## src/rtl/cpu_ctrl_pkg.sv

```systemverilog
// Shared definitions for the CPU control slice.
// Contents:
//   seq_state_t        - sequencer FSM state
//   HALT_ADDR_DEFAULT  - PC value that parks the CPU
//   RESET_VECTOR       - PC value after reset, used by the PC and by benches
package cpu_ctrl_pkg;

  typedef enum logic [1:0] {
    S_FETCH,
    S_EXEC,
    S_HALTED
  } seq_state_t;

  localparam logic [31:0] HALT_ADDR_DEFAULT = 32'h0000_0000;
  localparam logic [31:0] RESET_VECTOR      = 32'hBFC0_0000;

endpackage

```

## src/rtl/pc_sequencer_if.sv

```systemverilog
// Bus between the PC sequencer and its neighbours: the PC register,
// the instruction/data memory wait-requests and the branch unit.
//   master : sequencer side (drives fetch/PC control, reads status)
//   slave  : environment side (PC value, wait-requests, branch result)
interface pc_sequencer_if #(
  parameter int unsigned ADDR_W = 32
);
  logic [ADDR_W-1:0] pc_addr;
  logic              imem_waitrequest;
  logic              dmem_access;
  logic              dmem_waitrequest;
  logic              br_valid;
  logic              br_taken;
  logic [ADDR_W-1:0] br_target;

  logic              imem_read;
  logic              instr_latch_en;
  logic              pc_state;
  logic              pc_halt;
  logic              pc_immediate;
  logic [ADDR_W-1:0] pc_target;
  logic              active;
  logic              err_branch_in_slot;

  modport master (
    input  pc_addr, imem_waitrequest, dmem_access, dmem_waitrequest,
           br_valid, br_taken, br_target,
    output imem_read, instr_latch_en, pc_state, pc_halt, pc_immediate,
           pc_target, active, err_branch_in_slot
  );

  modport slave (
    output pc_addr, imem_waitrequest, dmem_access, dmem_waitrequest,
           br_valid, br_taken, br_target,
    input  imem_read, instr_latch_en, pc_state, pc_halt, pc_immediate,
           pc_target, active, err_branch_in_slot
  );

endinterface

```

## src/rtl/delay_slot_buf.sv

```systemverilog
// Branch delay-slot buffer: holds a taken target until the delay-slot
// instruction completes, and flags a taken transfer inside a delay slot.
// Ports:
//   clk, reset_n     - clock, asynchronous active-low reset
//   i_complete       - an EXEC cycle completes at this edge
//   i_taken          - completing instruction is a taken transfer
//   i_target         - its resolved target
//   o_slot_pending   - a target is waiting for the delay slot to finish
//   o_pend_target    - the waiting target
//   o_err            - sticky: taken transfer seen in a delay slot
module delay_slot_buf #(
  parameter int unsigned ADDR_W = 32
) (
  input  logic              clk,
  input  logic              reset_n,
  input  logic              i_complete,
  input  logic              i_taken,
  input  logic [ADDR_W-1:0] i_target,
  output logic              o_slot_pending,
  output logic [ADDR_W-1:0] o_pend_target,
  output logic              o_err
);

  logic              r_slot_pending;
  logic [ADDR_W-1:0] r_pend_target;
  logic              r_err;

  always_ff @(posedge clk or negedge reset_n) begin
    if (!reset_n) begin
      r_slot_pending <= 1'b0;
      r_pend_target  <= '0;
      r_err          <= 1'b0;
    end else if (i_complete) begin
      if (r_slot_pending) begin
        // Delay slot done: the held target is consumed this edge; a taken
        // transfer in the slot itself is dropped and flagged.
        r_slot_pending <= 1'b0;
        if (i_taken) r_err <= 1'b1;
      end else if (i_taken) begin
        r_slot_pending <= 1'b1;
        r_pend_target  <= i_target;
      end
    end
  end

  assign o_slot_pending = r_slot_pending;
  assign o_pend_target  = r_pend_target;
  assign o_err          = r_err;

endmodule

```

## src/rtl/pc_sequencer.sv

```systemverilog
// Multi-cycle FETCH/EXEC controller for the program counter.
// Sequences fetches around instruction/data-memory wait-requests, applies
// taken branch targets after the delay slot, and parks the CPU at HALT_ADDR.
// Ports:
//   clk, reset_n - clock, asynchronous active-low reset
//   bus          - pc_sequencer_if.master (PC value, wait-requests,
//                  branch result in; fetch/PC control and status out)
module pc_sequencer
  import cpu_ctrl_pkg::*;
#(
  parameter int unsigned       ADDR_W    = 32,
  parameter logic [ADDR_W-1:0] HALT_ADDR = ADDR_W'(HALT_ADDR_DEFAULT)
) (
  input  logic            clk,
  input  logic            reset_n,
  pc_sequencer_if.master  bus
);

  seq_state_t        r_state;
  seq_state_t        w_next;

  logic              w_complete;
  logic              w_taken;
  logic              w_slot_pending;
  logic [ADDR_W-1:0] w_pend_target;
  logic              w_err;

  logic              w_imem_read;
  logic              w_instr_latch_en;
  logic              w_pc_state;
  logic              w_pc_halt;
  logic              w_pc_immediate;
  logic [ADDR_W-1:0] w_pc_target;
  logic              w_active;

  assign w_taken = bus.br_valid & bus.br_taken;

  delay_slot_buf #(
    .ADDR_W (ADDR_W)
  ) u_slot (
    .clk            (clk),
    .reset_n        (reset_n),
    .i_complete     (w_complete),
    .i_taken        (w_taken),
    .i_target       (bus.br_target),
    .o_slot_pending (w_slot_pending),
    .o_pend_target  (w_pend_target),
    .o_err          (w_err)
  );

  always_ff @(posedge clk or negedge reset_n) begin
    if (!reset_n) r_state <= S_FETCH;
    else          r_state <= w_next;
  end

  always_comb begin
    w_next           = r_state;
    w_complete       = 1'b0;
    w_imem_read      = 1'b0;
    w_instr_latch_en = 1'b0;
    w_pc_state       = 1'b0;
    w_pc_halt        = 1'b0;
    w_pc_immediate   = 1'b0;
    w_pc_target      = '0;
    w_active         = 1'b1;

    unique case (r_state)
      S_FETCH: begin
        if (bus.pc_addr == HALT_ADDR) begin
          w_pc_halt = 1'b1;
          w_next    = S_HALTED;
        end else begin
          w_imem_read = 1'b1;
          if (!bus.imem_waitrequest) begin
            w_instr_latch_en = 1'b1;
            w_next           = S_EXEC;
          end
        end
      end
      S_EXEC: begin
        w_pc_state = 1'b1;
        if (bus.dmem_access && bus.dmem_waitrequest) begin
          w_pc_halt = 1'b1;
        end else begin
          w_complete = 1'b1;
          w_next     = S_FETCH;
          if (w_slot_pending) begin
            w_pc_immediate = 1'b1;
            w_pc_target    = w_pend_target;
          end
        end
      end
      S_HALTED: begin
        w_pc_halt = 1'b1;
        w_active  = 1'b0;
      end
      default: w_next = S_FETCH;
    endcase

    // Outputs follow the reset values as soon as reset_n drops, without
    // waiting for the registered state to settle.
    if (!reset_n) begin
      w_complete       = 1'b0;
      w_imem_read      = 1'b1;
      w_instr_latch_en = 1'b0;
      w_pc_state       = 1'b0;
      w_pc_halt        = 1'b0;
      w_pc_immediate   = 1'b0;
      w_pc_target      = '0;
      w_active         = 1'b1;
    end
  end

  assign bus.imem_read          = w_imem_read;
  assign bus.instr_latch_en     = w_instr_latch_en;
  assign bus.pc_state           = w_pc_state;
  assign bus.pc_halt            = w_pc_halt;
  assign bus.pc_immediate       = w_pc_immediate;
  assign bus.pc_target          = w_pc_target;
  assign bus.active             = w_active;
  assign bus.err_branch_in_slot = w_err;

endmodule

```

## src/flat_wrapper.sv

```systemverilog
// flat-port wrapper written by rule: the top's interface ports become plain ports
module pc_sequencer_flat import cpu_ctrl_pkg::*;
#(
  parameter int unsigned       ADDR_W    = 32,
  parameter logic [ADDR_W-1:0] HALT_ADDR = ADDR_W'(HALT_ADDR_DEFAULT)
)
  (clk, reset_n, bus_pc_addr, bus_imem_waitrequest, bus_dmem_access, bus_dmem_waitrequest, bus_br_valid, bus_br_taken, bus_br_target, bus_imem_read, bus_instr_latch_en, bus_pc_state, bus_pc_halt, bus_pc_immediate, bus_pc_target, bus_active, bus_err_branch_in_slot);
  pc_sequencer_if #(.ADDR_W(ADDR_W)) bus_i ();
  input  logic clk;
  input  logic reset_n;
  input wire logic [$bits(bus_i.pc_addr)-1:0] bus_pc_addr;
  input wire logic [$bits(bus_i.imem_waitrequest)-1:0] bus_imem_waitrequest;
  input wire logic [$bits(bus_i.dmem_access)-1:0] bus_dmem_access;
  input wire logic [$bits(bus_i.dmem_waitrequest)-1:0] bus_dmem_waitrequest;
  input wire logic [$bits(bus_i.br_valid)-1:0] bus_br_valid;
  input wire logic [$bits(bus_i.br_taken)-1:0] bus_br_taken;
  input wire logic [$bits(bus_i.br_target)-1:0] bus_br_target;
  output wire logic [$bits(bus_i.imem_read)-1:0] bus_imem_read;
  output wire logic [$bits(bus_i.instr_latch_en)-1:0] bus_instr_latch_en;
  output wire logic [$bits(bus_i.pc_state)-1:0] bus_pc_state;
  output wire logic [$bits(bus_i.pc_halt)-1:0] bus_pc_halt;
  output wire logic [$bits(bus_i.pc_immediate)-1:0] bus_pc_immediate;
  output wire logic [$bits(bus_i.pc_target)-1:0] bus_pc_target;
  output wire logic [$bits(bus_i.active)-1:0] bus_active;
  output wire logic [$bits(bus_i.err_branch_in_slot)-1:0] bus_err_branch_in_slot;
  assign bus_i.pc_addr = bus_pc_addr;
  assign bus_i.imem_waitrequest = bus_imem_waitrequest;
  assign bus_i.dmem_access = bus_dmem_access;
  assign bus_i.dmem_waitrequest = bus_dmem_waitrequest;
  assign bus_i.br_valid = bus_br_valid;
  assign bus_i.br_taken = bus_br_taken;
  assign bus_i.br_target = bus_br_target;
  assign bus_imem_read = bus_i.imem_read;
  assign bus_instr_latch_en = bus_i.instr_latch_en;
  assign bus_pc_state = bus_i.pc_state;
  assign bus_pc_halt = bus_i.pc_halt;
  assign bus_pc_immediate = bus_i.pc_immediate;
  assign bus_pc_target = bus_i.pc_target;
  assign bus_active = bus_i.active;
  assign bus_err_branch_in_slot = bus_i.err_branch_in_slot;
  pc_sequencer #(.ADDR_W(ADDR_W), .HALT_ADDR(HALT_ADDR)) u_core (.clk(clk), .reset_n(reset_n), .bus(bus_i));
endmodule
```

## config.mk

```make
export PLATFORM = sky130hd
export DESIGN_NAME = pc_sequencer_flat
export DESIGN_NICKNAME = d
export VERILOG_FILES = /design/src/rtl/cpu_ctrl_pkg.sv /design/src/rtl/pc_sequencer_if.sv /design/src/rtl/delay_slot_buf.sv /design/src/rtl/pc_sequencer.sv /design/src/flat_wrapper.sv
export SDC_FILE = /design/constraint.sdc
export NUM_CORES = 1
export LEC_CHECK = 0
export CORE_MARGIN = 2
export CORE_UTILIZATION = 41
export CTS_CLUSTER_SIZE = 12
export DETAILED_ROUTE_END_ITERATION = 16
export PLACE_DENSITY = 0.92
export SLEW_MARGIN = 40
export SYNTH_ARGS = -nofsm -noshare
export SYNTH_HDL_FRONTEND = slang
export SYNTH_HIERARCHICAL = 1
export SYNTH_SLANG_ARGS = --single-unit
```

## constraint.sdc

```tcl
create_clock -name clk -period 3.69 [get_ports clk]
set_input_delay 0.5535 -clock clk [delete_from_list [all_inputs] [get_ports clk]]
set_output_delay 0.5535 -clock clk [all_outputs]
set_load 0.03 [all_outputs]
```

# After elaboration in Yosys (flattened, before gate mapping)
# Index checks and enable logic that the tools add are counted.
[totals] regBits=36 in_bits=71 out_inout_bits=39 word_cells=49
[op_classes] eq_ne=4 mux=32 n_bitwise=3 reduce_logical=6
[ops] operator="$mux W32" n=4
[ops] operator="$logic_not A32 Y1" n=1
[ops] operator="$mux W1" n=23
[ops] operator="$reduce_and A3 Y1" n=3
[ops] operator="$mux W2" n=3
[ops] operator="$pmux W2 S3" n=1
[ops] operator="$ne A3 B2 Y1 const B" n=1
[ops] operator="$pmux W1 S3" n=1
[ops] operator="$eq A2 B1 Y1 const B" n=1
[ops] operator="$eq A2 B2 Y1 const B" n=1
[ops] operator="$logic_not A2 Y1" n=1
[ops] operator="$ne A2 B2 Y1 const B" n=1
[ops] operator="$not A1 Y1" n=2
[ops] operator="$and A1 B1 Y1" n=1
[ops] operator="$logic_and A1 B1 Y1" n=1

# Depth between registers and ports, before layout
[depth] word_depth=5 depth_mapped=6

# Cells and area by module
# Netlist, hierarchy kept.
[modules_own_cells] module="delay_slot_buf" instances=1 cells_per_inst=73 area_per_inst_um2=1391.3 seq_area_each_um2=850.8
[modules_own_cells] module="pc_sequencer" instances=1 cells_per_inst=66 area_per_inst_um2=481.7 seq_area_each_um2=50.0

# Worst setup path after synthesis
# No wires, ideal clock.
[synth_timing] kind="input to output" start="in bus_pc_addr[28]" end="out bus_instr_latch_en" t_arrival_ns=1.647 t_required_ns=3.137 slack_ns=1.489 path_stages=4 n_path_buf=0 path_cell_list="nor4_1 nand4_1 nor2_1 nor4_1"
[synth_between] elab_chain_len=4
[synth_rtl] item="from (decl)" line_no="flat_wrapper.sv:11" source="input wire logic [$bits(bus_i.pc_addr)-1:0] bus_pc_addr;"
[synth_rtl] item="$logic_not A32 Y1" line_no="pc_sequencer.sv:69" source="if (bus.pc_addr == HALT_ADDR) begin"
[synth_rtl] item="$mux W1" line_no="pc_sequencer.sv:69"
[synth_rtl] item="$mux W1" line_no="pc_sequencer.sv:67" source="unique case (r_state)"
[synth_rtl] item="$mux W1" line_no="pc_sequencer.sv:102" source="if (!reset_n) begin"
[synth_rtl] item="to (decl)" line_no="flat_wrapper.sv:19" source="output wire logic [$bits(bus_i.instr_latch_en)-1:0] bus_instr_latch_en;"
# No other way between the ends.

# Worst setup path after layout
[layout_timing] start="in bus_pc_addr[6]" end="out bus_pc_halt"
[layout_between] elab_chain_len=4
[layout_rtl] item="$logic_not A32 Y1" line_no="pc_sequencer.sv:69"
[layout_rtl] item="$mux W1" line_no="pc_sequencer.sv:69"
[layout_rtl] item="$pmux W1 S3" line_no="pc_sequencer.sv:67"
[layout_rtl] item="$mux W1" line_no="pc_sequencer.sv:102"
[layout_rtl] item="to (decl)" line_no="flat_wrapper.sv:21" source="output wire logic [$bits(bus_i.pc_halt)-1:0] bus_pc_halt;"
# No other way between the ends.

==> flow_summary.ini <==
[timing]
fmax_mhz = 323
slew_violations = 0
finalSetupViolations = 0
rsz0062_at_grt = false
worstMarginPinSlew_ps = 646
slew_headroom_pct = 57.0
finClkSkew_ps = 3.88
min_period_over_period_pct = 84.0
fin_tns_setup_ps = 0
min_period_ps = 3100
hold_viol = 0

[yosys]
synth_top_area_share_pct = 48.1
yosysMostFrequentCell = dfrtp_1
syn_avg_cell_area_sq_um = 13.5
synthCells = 139
synth_area_sq_mm = 0.00187
ys.flop_type = dfrtp_1
ys_ff_latch = 36
syn-num-nets = 210
synthTopCellsByCount = dfrtp_1 (36), and3_1 (29), mux2_4 (29)
ys_async_sr_fraction_pct = 100
synth_edf_count = 0
synth_area_leaders = dfrtp_1 (48%), mux2_4 (23%), and3_1 (9.7%)
yosysSeqAreaShare_pct = 48.1
yosys_warnings = 6
ys_types = 24
yosysTopAreaCell = dfrtp_1

[power]
pwr-share-clk_pct = 24.7
p_seq_share_pct = 46.4
swShare_pct = 25.4
powerDensity_mw_per_mm2 = 449
vdd.ir_drop.worst_uv = 299
switching_power_uw = 343
p_leak_uw = 0.00155
p_int_uw = 1000
combPwrFrac_pct = 28.9
fin_total_pwr_uw = 1350

[worst_setup_path]
max_stage_delay_ps = 670
cp_slowest_cell = clkdlybuf4s50_1
critical_path.max_fanout = 5
crit_chain = clkdlybuf4s50_1 -> nor4_1 -> nand4_1 -> nor2_1 -> o311a_1 -> clkdlybuf4s50_1
cp_data_arrival_time_ps = 2550
cp-start-kind = input port
crit_path_end_kind = primary output
crit_required_ps = 3140
crit_top_cell = clkdlybuf4s50_1
path_class = input port to primary output

[clock_network]
clock_path_buffers = 2
clockRootBuffer = clkbuf_8
cts.sinks = 36
cts_setup_buffers = 0
clk_latency_ps = 270
cts.clk_slew.worst_paths_ps = 70
numCtsBuffers = 5
cts_tree = done
h-tree-depth = 2
cts_resized = 0
cts_hold_buf = 0

[routing]
dr.pass1.iters = 4
ant_nets = 0
avgRoutedWirePerCell_um = 15.4
num_vias = 1511
via_per_inst = 5.00
drc_errors = 0
drt_wl_total_mm = 4.65
drt_iter0_drc = 50

[grt]
grt_max_degree = 37
grt.total_usage_pct = 18.4
overflow = 0
grt_pass1_wl_mm = 7.55
grt_pass1_vias = 1595
antenna_found_initial = 0

[finish]
fill_cells = 343
area_growth_pct = 60.1
final_cells = 302
diodes = 0
multiInputGateArea_sq_um = 886
nets = 320
drive_gt1_share_pct = 34.4
regArea_sq_um = 902

[place]
dp_hpwl_mm = 3.49
gp_congestion = 0.688
port_buffers = 109
dp.cells = 294

[floorplanning]
start_util_pct = 42.7
fp.dieW_um = 71.6
die_h_um = 71.6
core_sq_mm = 0.00438
num_io_pins = 110
rows = 24
die_area_sq_mm = 0.00513

[hold_path]
min_path_type = input port to asynchronous set/reset pin

[status]
status = completed

[flow_run]
cap_viol_max_count = 0
[critical path, delay by kind of cell]
kind                   cells  cell delay, ps
AOI/OAI and AO/OA          1             200
buffers and inverters      2            1060
and+or+nand+nor            3             720
[layout by cell type (no fill, tap or decap), drive strengths merged]
cell type,instances
o31ai,1
a211oi,1
clkinvlp,1
nand4,2
clkdlybuf4s50,75
nand3b,1
nor4,9
o311a,1
nand2b,2
inv,2
o21ai,1
a31o,1
mux2,32
buf,37
nand2,1
bufinv,1
and3,33
o41ai,1
and2,2
clkinv,1
dfrtp,36
o21a,1
nand3,1
clkbuf,5
nor2,2
[area by class of cell]
type | count | share of cell area [%]
tap | 52 | 2.17
inverter | 2 | 0.250
sequential | 36 | 30.1
clock buffer | 5 | 2.30
timing repair buffer | 112 | 34.2
clock inverter | 3 | 1.42
multi-input combinational | 92 | 29.5
[stage by stage]
step                setup WS (ps)  utilization [%]  area, sq um  hold WS, ps
floorplan                    1490                -         1870          258
global placement              587             65.8         2890          451
detailed placement            587             65.8         2890          458
CTS                           586             68.4         3000          152
global route                  458             68.4         3000          157
finish                        591             68.4         3000          162
[state kept, by name, indices dropped and copies added, names as in the netlist]
| signal | count |
|---|---|
| u_core/u_slot/o_pend_target | 32 |
| u_core/r_state | 2 |
| u_core/u_slot/o_err | 1 |
| u_core/u_slot/o_slot_pending | 1 |
[power by group through the flow]
stage                     clock (uW)  sequential [uW]  combinational, uW
after CTS                        347              624                394
after floorplan                    0              597                260
after global placement             0              619                379
after detailed placement           0              627                394
after global routing             365              647                418
final                            333              626                389
[worst paths after layout]
check | startpoint | end | slack, ps | cells past startpoint
setup / recovery | bus_pc_addr[6] | bus_pc_halt | 590 | 6
hold reg to reg | u_core/u_slot/o_err | u_core/u_slot/o_err | 480 | 1
min in group clk | u_core/u_slot/o_err | u_core/u_slot/o_err | 480 | 1
hold / removal | reset_n | u_core/u_slot/o_pend_target[30] | 160 | 1
setup reg to reg | u_core/r_state[1] | u_core/u_slot/o_pend_target[2] | 1420 | 5
max in group asynchronous | reset_n | u_core/u_slot/o_slot_pending | 2840 | 2
[kinds of logic after synthesis]
group	synth area share, %
AND/OR/NAND/NOR	18.6
flip-flops	48.1
AO/OA/AOI/OAI	3.61
buffers and inverters	4.61
multiplexers	25.1
[layer usage]
layer / part of all wire (%) / wire length [um] / track usage, %
met5: 0 / 0 / 0
met4: 0.45 / 21 / 2.52
met3: 8.0 / 371 / 4.78
met2: 50 / 2310 / 32.2
met1: 42 / 1950 / 23.6
Power figures use the tool's default switching activity.
